`src/rtl/datapath_controller_if.sv`:
```
// Control/data bus between datapath_controller (master) and the datapath plus block RAM (slave).
interface datapath_controller_if;
    logic [15:0] memoryData;
    logic [15:0] aluResult;
    logic [15:0] instruction;
    logic [15:0] programCounter;
    logic        blockRamReadEnable;
    logic        blockRamWriteEnable;
    logic        registerFileWriteEnable;
    logic [1:0]  integerTypeSelectionLine;
    logic        reg2OrImmediateSelectionLine;
    logic        pcOrRegisterSelectionLine;
    logic        addressFromRegOrDecoderSelectionLine;
    logic        writeBackToRegRamOrALUSelectionLine;
    logic        pcOrAluOutputRamReadSelectionLine;
    logic [15:0] decoderRamWriteAddress;
    logic [3:0]  registerWriteAddress;
    logic        halted;

    modport master (
        input  memoryData,
        input  aluResult,
        output instruction,
        output programCounter,
        output blockRamReadEnable,
        output blockRamWriteEnable,
        output registerFileWriteEnable,
        output integerTypeSelectionLine,
        output reg2OrImmediateSelectionLine,
        output pcOrRegisterSelectionLine,
        output addressFromRegOrDecoderSelectionLine,
        output writeBackToRegRamOrALUSelectionLine,
        output pcOrAluOutputRamReadSelectionLine,
        output decoderRamWriteAddress,
        output registerWriteAddress,
        output halted
    );

    modport slave (
        output memoryData,
        output aluResult,
        input  instruction,
        input  programCounter,
        input  blockRamReadEnable,
        input  blockRamWriteEnable,
        input  registerFileWriteEnable,
        input  integerTypeSelectionLine,
        input  reg2OrImmediateSelectionLine,
        input  pcOrRegisterSelectionLine,
        input  addressFromRegOrDecoderSelectionLine,
        input  writeBackToRegRamOrALUSelectionLine,
        input  pcOrAluOutputRamReadSelectionLine,
        input  decoderRamWriteAddress,
        input  registerWriteAddress,
        input  halted
    );
endinterface

```
`src/rtl/datapath_controller.sv`:
```
// Multi-cycle fetch/decode/execute controller owning PC and IR; drives all datapath strobes and selects.
// Optional feature: define CTRL_JUMP_EN to decode opcode 0x4 / ext 0xC as JUMP (PC <- aluResult).
module datapath_controller #(
    parameter logic [15:0] RESET_PC = 16'h0000
) (
    input  logic                  clock,
    input  logic                  reset,
    datapath_controller_if.master bus
);
    localparam logic [2:0] IDLE   = 3'd0;
    localparam logic [2:0] FETCH  = 3'd1;
    localparam logic [2:0] DECODE = 3'd2;
    localparam logic [2:0] EXEC   = 3'd3;
    localparam logic [2:0] MEMWB  = 3'd4;
    localparam logic [2:0] HALT   = 3'd5;

    localparam logic [3:0] OP_RTYPE = 4'h0;
    localparam logic [3:0] OP_ISIGN = 4'h1;
    localparam logic [3:0] OP_IZERO = 4'h2;
    localparam logic [3:0] OP_MEM   = 4'h4;
    localparam logic [3:0] OP_STORD = 4'hC;
    localparam logic [3:0] OP_SYS   = 4'hF;

    localparam logic [3:0] EXT_LOAD = 4'h0;
    localparam logic [3:0] EXT_STOR = 4'h4;
    localparam logic [3:0] EXT_HALT = 4'hF;

    logic [2:0]  state;
    logic [2:0]  nextState;
    logic [15:0] pc;
    logic [15:0] pcNext;
    logic [15:0] ir;

    logic [3:0]  opcode;
    logic [3:0]  ext;
    logic        isAlu;
    logic        isLoad;
    logic        isStor;
    logic        isStord;
    logic        isHalt;
    logic        isJump;
    logic        immSelect;
    logic [1:0]  immType;

    assign opcode  = ir[15:12];
    assign ext     = ir[7:4];
    assign isAlu   = (opcode == OP_RTYPE) || (opcode == OP_ISIGN) || (opcode == OP_IZERO);
    assign isLoad  = (opcode == OP_MEM) && (ext == EXT_LOAD);
    assign isStor  = (opcode == OP_MEM) && (ext == EXT_STOR);
    assign isStord = (opcode == OP_STORD);
    assign isHalt  = (opcode == OP_SYS) && (ext == EXT_HALT);

`ifdef CTRL_JUMP_EN
    localparam logic [3:0] EXT_JUMP = 4'hC;
    assign isJump = (opcode == OP_MEM) && (ext == EXT_JUMP);
`else
    assign isJump = 1'b0;
`endif

    // Immediate formatting depends only on the opcode of the held instruction.
    always_comb begin
        immSelect = 1'b0;
        immType   = 2'b00;
        case (opcode)
            OP_ISIGN: begin
                immSelect = 1'b1;
                immType   = 2'b01;
            end
            OP_IZERO: begin
                immSelect = 1'b1;
                immType   = 2'b10;
            end
            default: ;
        endcase
    end

    always_comb begin
        nextState = state;
        case (state)
            IDLE:   nextState = FETCH;
            FETCH:  nextState = DECODE;
            DECODE: nextState = EXEC;
            EXEC: begin
                if (isLoad)      nextState = MEMWB;
                else if (isHalt) nextState = HALT;
                else             nextState = FETCH;
            end
            MEMWB:  nextState = FETCH;
            HALT:   nextState = HALT;
            default: nextState = IDLE;
        endcase
    end

    // The PC moves on the edge leaving the last cycle of an instruction, so the next FETCH sees it.
    always_comb begin
        pcNext = pc;
        if (state == EXEC && !isLoad && !isHalt) begin
            pcNext = isJump ? bus.aluResult : pc + 16'd1;
        end else if (state == MEMWB) begin
            pcNext = pc + 16'd1;
        end
    end

    // NOTE: sequential state uses non-blocking assignments so every register samples pre-edge values.
    always_ff @(posedge clock or negedge reset) begin
        if (!reset) begin
            state <= IDLE;
            pc    <= RESET_PC;
            ir    <= 16'h0000;
        end else begin
            state <= nextState;
            pc    <= pcNext;
            if (state == DECODE) begin
                ir <= bus.memoryData;
            end
        end
    end

    // Moore outputs: state and IR only, never memoryData or aluResult.
    // NOTE: every output gets a default before the case so no path can infer a latch.
    always_comb begin
        bus.blockRamReadEnable                   = 1'b0;
        bus.blockRamWriteEnable                  = 1'b0;
        bus.registerFileWriteEnable              = 1'b0;
        bus.integerTypeSelectionLine             = 2'b00;
        bus.reg2OrImmediateSelectionLine         = 1'b0;
        bus.pcOrRegisterSelectionLine            = 1'b0;
        bus.addressFromRegOrDecoderSelectionLine = 1'b0;
        bus.writeBackToRegRamOrALUSelectionLine  = 1'b0;
        bus.pcOrAluOutputRamReadSelectionLine    = 1'b0;
        case (state)
            FETCH: begin
                bus.blockRamReadEnable                = 1'b1;
                bus.pcOrAluOutputRamReadSelectionLine = 1'b1;
            end
            EXEC: begin
                bus.pcOrRegisterSelectionLine    = 1'b1;
                bus.reg2OrImmediateSelectionLine = immSelect;
                bus.integerTypeSelectionLine     = immType;
                if (isAlu) begin
                    bus.registerFileWriteEnable             = 1'b1;
                    bus.writeBackToRegRamOrALUSelectionLine = 1'b1;
                end else if (isLoad) begin
                    bus.blockRamReadEnable = 1'b1;
                end else if (isStor) begin
                    bus.blockRamWriteEnable = 1'b1;
                end else if (isStord) begin
                    bus.blockRamWriteEnable                  = 1'b1;
                    bus.addressFromRegOrDecoderSelectionLine = 1'b1;
                end
            end
            MEMWB: begin
                bus.pcOrRegisterSelectionLine    = 1'b1;
                bus.reg2OrImmediateSelectionLine = immSelect;
                bus.integerTypeSelectionLine     = immType;
                bus.registerFileWriteEnable      = 1'b1;
            end
            default: ;
        endcase
    end

    assign bus.instruction            = ir;
    assign bus.programCounter         = pc;
    assign bus.decoderRamWriteAddress = {8'h00, ir[7:0]};
    assign bus.registerWriteAddress   = ir[11:8];
    assign bus.halted                 = (state == HALT);
endmodule

```
`src/flat_wrapper.sv`:
```
// flat-port wrapper written by rule: the top's interface ports become plain ports
module datapath_controller_flat 
#(
    parameter logic [15:0] RESET_PC = 16'h0000
)
  (clock, reset, bus_memoryData, bus_aluResult, bus_instruction, bus_programCounter, bus_blockRamReadEnable, bus_blockRamWriteEnable, bus_registerFileWriteEnable, bus_integerTypeSelectionLine, bus_reg2OrImmediateSelectionLine, bus_pcOrRegisterSelectionLine, bus_addressFromRegOrDecoderSelectionLine, bus_writeBackToRegRamOrALUSelectionLine, bus_pcOrAluOutputRamReadSelectionLine, bus_decoderRamWriteAddress, bus_registerWriteAddress, bus_halted);
  datapath_controller_if bus_i ();
  input  logic clock;
  input  logic reset;
  input wire logic [$bits(bus_i.memoryData)-1:0] bus_memoryData;
  input wire logic [$bits(bus_i.aluResult)-1:0] bus_aluResult;
  output wire logic [$bits(bus_i.instruction)-1:0] bus_instruction;
  output wire logic [$bits(bus_i.programCounter)-1:0] bus_programCounter;
  output wire logic [$bits(bus_i.blockRamReadEnable)-1:0] bus_blockRamReadEnable;
  output wire logic [$bits(bus_i.blockRamWriteEnable)-1:0] bus_blockRamWriteEnable;
  output wire logic [$bits(bus_i.registerFileWriteEnable)-1:0] bus_registerFileWriteEnable;
  output wire logic [$bits(bus_i.integerTypeSelectionLine)-1:0] bus_integerTypeSelectionLine;
  output wire logic [$bits(bus_i.reg2OrImmediateSelectionLine)-1:0] bus_reg2OrImmediateSelectionLine;
  output wire logic [$bits(bus_i.pcOrRegisterSelectionLine)-1:0] bus_pcOrRegisterSelectionLine;
  output wire logic [$bits(bus_i.addressFromRegOrDecoderSelectionLine)-1:0] bus_addressFromRegOrDecoderSelectionLine;
  output wire logic [$bits(bus_i.writeBackToRegRamOrALUSelectionLine)-1:0] bus_writeBackToRegRamOrALUSelectionLine;
  output wire logic [$bits(bus_i.pcOrAluOutputRamReadSelectionLine)-1:0] bus_pcOrAluOutputRamReadSelectionLine;
  output wire logic [$bits(bus_i.decoderRamWriteAddress)-1:0] bus_decoderRamWriteAddress;
  output wire logic [$bits(bus_i.registerWriteAddress)-1:0] bus_registerWriteAddress;
  output wire logic [$bits(bus_i.halted)-1:0] bus_halted;
  assign bus_i.memoryData = bus_memoryData;
  assign bus_i.aluResult = bus_aluResult;
  assign bus_instruction = bus_i.instruction;
  assign bus_programCounter = bus_i.programCounter;
  assign bus_blockRamReadEnable = bus_i.blockRamReadEnable;
  assign bus_blockRamWriteEnable = bus_i.blockRamWriteEnable;
  assign bus_registerFileWriteEnable = bus_i.registerFileWriteEnable;
  assign bus_integerTypeSelectionLine = bus_i.integerTypeSelectionLine;
  assign bus_reg2OrImmediateSelectionLine = bus_i.reg2OrImmediateSelectionLine;
  assign bus_pcOrRegisterSelectionLine = bus_i.pcOrRegisterSelectionLine;
  assign bus_addressFromRegOrDecoderSelectionLine = bus_i.addressFromRegOrDecoderSelectionLine;
  assign bus_writeBackToRegRamOrALUSelectionLine = bus_i.writeBackToRegRamOrALUSelectionLine;
  assign bus_pcOrAluOutputRamReadSelectionLine = bus_i.pcOrAluOutputRamReadSelectionLine;
  assign bus_decoderRamWriteAddress = bus_i.decoderRamWriteAddress;
  assign bus_registerWriteAddress = bus_i.registerWriteAddress;
  assign bus_halted = bus_i.halted;
  datapath_controller #(.RESET_PC(RESET_PC)) u_core (.clock(clock), .reset(reset), .bus(bus_i));
endmodule
```
`config.mk`:
```
export PLATFORM = sky130hd
export DESIGN_NAME = datapath_controller_flat
export DESIGN_NICKNAME = d
export VERILOG_FILES = /design/src/rtl/datapath_controller_if.sv /design/src/rtl/datapath_controller.sv /design/src/flat_wrapper.sv
export SDC_FILE = /design/constraint.sdc
export NUM_CORES = 1
export LEC_CHECK = 0
export ABC_CLOCK_PERIOD_IN_PS = 2200
export CAP_MARGIN = 20
export CORE_ASPECT_RATIO = 1.5
export CORE_MARGIN = 5
export CORE_UTILIZATION = 55
export DETAILED_ROUTE_END_ITERATION = 10
export DONT_BUFFER_PORTS = 1
export MAX_ROUTING_LAYER = met4
export PLACE_DENSITY = 0.7
export SLEW_MARGIN = 5
export SYNTH_ARGS = -nofsm -noshare
export SYNTH_HDL_FRONTEND = slang
export SYNTH_SLANG_ARGS = --single-unit
```
`constraint.sdc`:
```
create_clock -name clock -period 2.2 [get_ports clock]
set_input_delay 0.33 -clock clock [delete_from_list [all_inputs] [get_ports clock]]
set_output_delay 0.33 -clock clock [all_outputs]
set_load 0.02 [all_outputs]
```
## Word-level counts from Yosys, hierarchy flattened

Cells that the tools add are included.

| word-level totals | value |
|---|---|
| register bits | 35 |
| input port bits | 34 |
| output and inout bits | 63 |
| word-level logic and storage cells | 58 |

| operators by class | value |
|---|---|
| add/subtract/negate cells | 1 |
| eq/ne operators | 12 |
| mux-type cells | 26 |
| reductions and logical operators | 16 |

Operator list:

| cell | count |
|---|---|
| $mux W16 | 2 |
| $mux W1 | 17 |
| $add A16 B1 Y16 const B | 1 |
| $pmux W3 S5 | 1 |
| $eq A4 B4 Y1 const B | 3 |
| $eq A4 B3 Y1 const B | 2 |
| $logic_not A4 Y1 | 2 |
| $eq A3 B2 Y1 const B | 2 |
| $eq A3 B3 Y1 const B | 2 |
| $mux W3 | 2 |
| $reduce_or A2 Y1 | 3 |
| $logic_and A1 B1 Y1 | 5 |
| $eq A4 B1 Y1 const B | 1 |
| $eq A4 B2 Y1 const B | 1 |
| $pmux W1 S2 | 2 |
| $pmux W2 S2 | 1 |
| $eq A3 B1 Y1 const B | 1 |
| $logic_not A3 Y1 | 1 |
| $logic_not A1 Y1 | 2 |
| $logic_or A1 B1 Y1 | 2 |
| $mux W2 | 1 |
| $reduce_bool A2 Y1 | 1 |

## Logic depth before layout (Yosys ltp)

| depth | value |
|---|---|
| depth in word-level cells | 6 |
| depth in mapped cells | 7 |
| depth with buffers taken out | 6 |

## Worst setup path before layout

Ideal clock, no wire load.

| path | value |
|---|---|
| path kind | flip-flop to output port |
| from | register u_core.state[0] |
| to | output port bus_registerFileWriteEnable |
| arrival | 2.208 ns |
| data required time | 1.870 ns |
| path slack | -0.338 ns |
| stages on the path, launching flop included | 5 |
| buffers on the path | 1 |
| cell sequence | dfrtp_1 > clkbuf_1 > nand3b_1 > a2111oi_0 > o21bai_1 |

| on the way | value |
|---|---|
| word-level cells in the longest chain between the ends | 2 |
| elaborated cells on any way between the ends | 3 |

RTL lines:

| what | line | text |
|---|---|---|
| from (decl) | datapath_controller.sv:28 | `logic [2:0] state;` |
| from (signal assigned) | datapath_controller.sv:111 | `state <= nextState;` |
| $eq A3 B3 Y1 / $eq A3 B2 Y1 (equally long branches) | datapath_controller.sv:131 | `case (state)` |
| $pmux W1 S2 (*) | datapath_controller.sv:131 |  |
| to (decl) | flat_wrapper.sv:16 | `output wire logic [$bits(bus_i.registerFileWriteEnable)-1:0] bus_registerFileWriteEnable;` |

Every way passes the cells marked *; elsewhere a longest branch is shown, timed or not.

## Worst setup path after layout

| path | value |
|---|---|
| from | register u_core.ir[13], in the netlist u_core.bus.instruction[13] |
| to | output port bus_blockRamReadEnable |

| on the way | value |
|---|---|
| word-level cells in the longest chain between the ends | 5 |
| elaborated cells on any way between the ends | 10 |

RTL lines:

| what | line | text |
|---|---|---|
| from (decl) | datapath_controller.sv:32 | `logic [15:0] ir;` |
| from (signal assigned) | datapath_controller.sv:114 | `ir <= bus.memoryData;` |
| $eq A4 B3 Y1, or another cell as far along | datapath_controller.sv:48 | `assign isLoad = (opcode == OP_MEM) && (ext == EXT_LOAD);` |
| $logic_and A1 B1 Y1 / $logic_or A1 B1 Y1 (equally long branches) | datapath_controller.sv:48, datapath_controller.sv:47 |  |
| $mux W1 / $logic_or A1 B1 Y1 (equally long branches) | datapath_controller.sv:143, datapath_controller.sv:47 |  |
| $mux W1 (*) | datapath_controller.sv:140 | `if (isAlu) begin` |
| $pmux W1 S2 (*) | datapath_controller.sv:131 |  |
| to (decl) | flat_wrapper.sv:14 | `output wire logic [$bits(bus_i.blockRamReadEnable)-1:0] bus_blockRamReadEnable;` |

Marks and branches as above.

==> metrics.md <==
| Metric | Value |
|---|---|
| Outcome | completed |
| Pwr Total | 3.14 mW |
| Final Hold Fails | 0 |
| Setup Viol. Count Final | 0 |
| Top-area cell type share of the netlist area | 0.491 |
| Core box area | 0.00313 mm^2 |
| CTS sink count | 35 |
| Highest ir drop seen on vdd | approximately 0.0011 V |
| Gate count of the mapped netlist | 165 |
| CP Class | register to output port |
| Fin Clk Skew | 0.00238 ns |
| IO Pins | 97 |
| Max Cap Violations | 0 |
| Fill cell count | 261 |
| Diode count | 0 |
| Post-synth EDFFs | 0 |
| Setup TNS | 0 ns |
| GR Util All Layers | 0.183 |
| Synthesized flop and latch total | 35 |
| Initial DRC Count | 31 |
| Die Y-Extent | approximately 80 um |
| CTS Root Cell | clkbuf_8 |
| H-tree depth | 2 |
| Relative slew margins | 0.579 |
| WP data arrival | between 1.5 and 2 ns |
| Final Max Tran Viols | 0 |
| Via Count | between 1000 and 1500 |
| Worst Max-Slew Pin Slew | 0.632 ns |
| Clock latency on the worst-skew pair | 0.28 ns |
| Die width | 56.5 um |
| Top post-synthesis cells by area | dfrtp_1 (49%), mux2_2 (9.5%), buf_4 (8.4%), xnor2_1 (6.9%), nand4_1 (2.8%) |
| Worst Setup End Kind | output port |
| Critical Path RT | 1.87 ns |
| Largest net degree at the start of global routing | 36 |
| Initial Util | 0.570 |
| # DRC | 0 |
| Crit path time final | 2.10 ns |
| Clock buffer depth | 2 |
| Detailed Routing Iterations Pass 1 | 4 |
| Placed inst area | 0.00182 mm^2 |
| Cell taking the most area after synthesis | dfrtp_1 |
| DP HPWL | ~2800 um |
| Global route total overflow | 0 |
| Cts bufs inserted | 5 |
| Sw power | 1.45 mW |
| Vias in the first global route | 1304 |
| RSZ-0062 raised after global routing | true |
| Vias/cell | 5.56 |
| Sw Share | 0.462 |
| Multi-input logic area | 773 um^2 |
| Standby leakage power | 0.864 nW |
| Drt wl/cell | around 17 um |
| FMAX | 0.476 GHz |
| Seq pwr share | 0.443 |
| Logic gate share of total power | 0.398 |
| Routability cong. | 0.816 |
| Int Power | 1.69 mW |
| Ys async rst share | 1.00 |
| Rows | 25 |
| Hold crit path type | input port to register |
| Total Wirelength | 3700 um |
| Seq/Total Area, Yosys | 0.491 |
| Area growth, synth to finish | 10.5% |
| Post-DRT Antenna Nets | 0 |
| Port bufs | 0 |
| Period utilization | 0.954 |
| PD cells | around 1600 mW/mm^2 |
| Initial antenna violation count | 0 |
| Top_reg_cell synth | dfrtp_1 |
| Cell Area, Synth | about 0.0018 mm^2 |
| Most instantiated cells after synthesis | dfrtp_1 (35), buf_4 (20), mux2_2 (15), xnor2_1 (14), nor2_1 (11) |
| Clock power frac | 0.159 |
| Nets | 210 |
| Fin area | 0.00197 mm^2 |
| FF+latch area | 876 um^2 |
| First-pass GRT wire length | just over 6000 um |
| Mapped Avg Cell Area | 10.8 um^2 |
| Yosys cell types | 31 |
| TritonCTS clock tree | done |
| Layout cells sized above 1 | 0.273 |
| Worst Setup Start Kind | register |
| Clk pin slew, worst setup/hold paths | about 0.06 ns |
| Critical path fanouts, max | 6 |
| Yosys warning count | 0 |
| Count leader, synth | dfrtp_1 |
| Full die area | 0.00451 mm^2 |
==> layout by cell type (no fill, tap or decap), drive strengths merged <==
cell type | netlist | final
dfrtp | 35 | 35
buf | 22 | 18
mux2 | 15 | 15
xnor2 | 14 | 14
nor2 | 11 | 11
nand2 | 9 | 9
nand4 | 8 | 8
conb | 1 | 8
clkbuf | 1 | 8
nand2b | 7 | 7
nand3 | 7 | 7
nor3 | 5 | 5
a21oi | 5 | 5
inv | 4 | 4
and3 | 4 | 4
o21ai | 3 | 3
o22ai | 2 | 2
o31ai | 2 | 2
or3b | 1 | 1
nand3b | 1 | 1
a2111oi | 1 | 1
o21bai | 1 | 1
nor4b | 1 | 1
and2 | 1 | 1
or2 | 1 | 1
o2bb2ai | 1 | 1
xor2 | 1 | 1
ha | 1 | 1
dlygate4sd3 | 0 | 1
==> path summary, 6_finish.rpt <==
check	from	end	slack (ns)	depth (start not counted)
worst max-delay path	u_core.bus.instruction[13]$_DFFE_PN0P_	bus_blockRamReadEnable	0.10	5
max in group asynchronous	reset	u_core.bus.instruction[3]$_DFFE_PN0P_	1.52	2
worst min register to register	u_core.state[2]$_DFF_PN0_	u_core.state[0]$_DFF_PN0_	0.57	1
min in group asynchronous	reset	u_core.bus.programCounter[2]$_DFFE_PN0P_	0.50	2
worst max register to register	u_core.bus.instruction[13]$_DFFE_PN0P_	u_core.bus.programCounter[12]$_DFFE_PN0P_	0.31	5
worst min-delay path	bus_memoryData[15]	u_core.bus.instruction[15]$_DFFE_PN0P_	0.18	2
==> power groups by stage <==
stage	clock network (mW)	registers [mW]	logic [mW]
after floorplan	0	1.38	1.04
after global placement	0	1.39	1.19
after detailed placement	0	1.41	1.22
after CTS	0.512	1.40	1.24
after global routing	0.547	1.44	1.37
final	0.498	1.39	1.25
==> cell families after synthesis <==
family,Yosys count,share of synthesized area
buffers and inverters,27,0.104
adders and majority gates,1,0.00701
muxes,15,0.0947
AOI/OAI and AO/OA,15,0.0547
DFF,35,0.491
other,1,0.00210
and+or+nand+nor,56,0.173
xor gates and xnor gates,15,0.0736
==> metal layers <==
layer | up-vias | wire [um] | global-route usage
li1 | 559 | - | -
met5 | - | 0 | -
met4 | 0 | 64 | 0.0784
met1 | 581 | 1360 | 0.185
met2 | 54 | 2000 | 0.308
met3 | 6 | 283 | 0.0744
==> what timing repair did <==
item | 4_1_cts | 5_1_grt
endpoints found under the setup margin | 0 | 13
buffers inserted | 0 | 0
endpoints found under the hold margin | 35 | 0
hold buffers | 2 | 0
gates resized for setup | 0 | 4
==> critical path, stage by stage, from the launching register on <==
cell	delay, ns
dfrtp_1	0.44
or3b_4	0.46
nor3_1	0.14
nand2_1	0.11
a21oi_1	0.17
buf_4	0.16
==> flip-flops by register name (all words and copies together) (netlist names) <==
name / flops
u_core.state: 3
u_core.bus.programCounter: 16
u_core.bus.instruction: 16
==> final cells by class <==
class | count | area share
timing repair buffer | 19 | 0.0799
clock buffer | 8 | 0.0508
multi-input combinational | 110 | 0.392
sequential | 35 | 0.444
tap | 40 | 0.0254
inverter | 4 | 0.00761
==> stage by stage <==
step           cells  setup WS [ns]   util  hold slack [ns]
2_1_floorplan    172          0.289      -           0.0344
3_3_place_gp     206          0.133  0.583           0.0353
3_5_place_dp     206         0.0430  0.583           0.0353
4_1_cts          216         0.0258  0.625            0.172
5_1_grt          216        -0.0128  0.630            0.178
6_report         216          0.101  0.630            0.182
No activity file was read; power rests on OpenSTA's default activity.
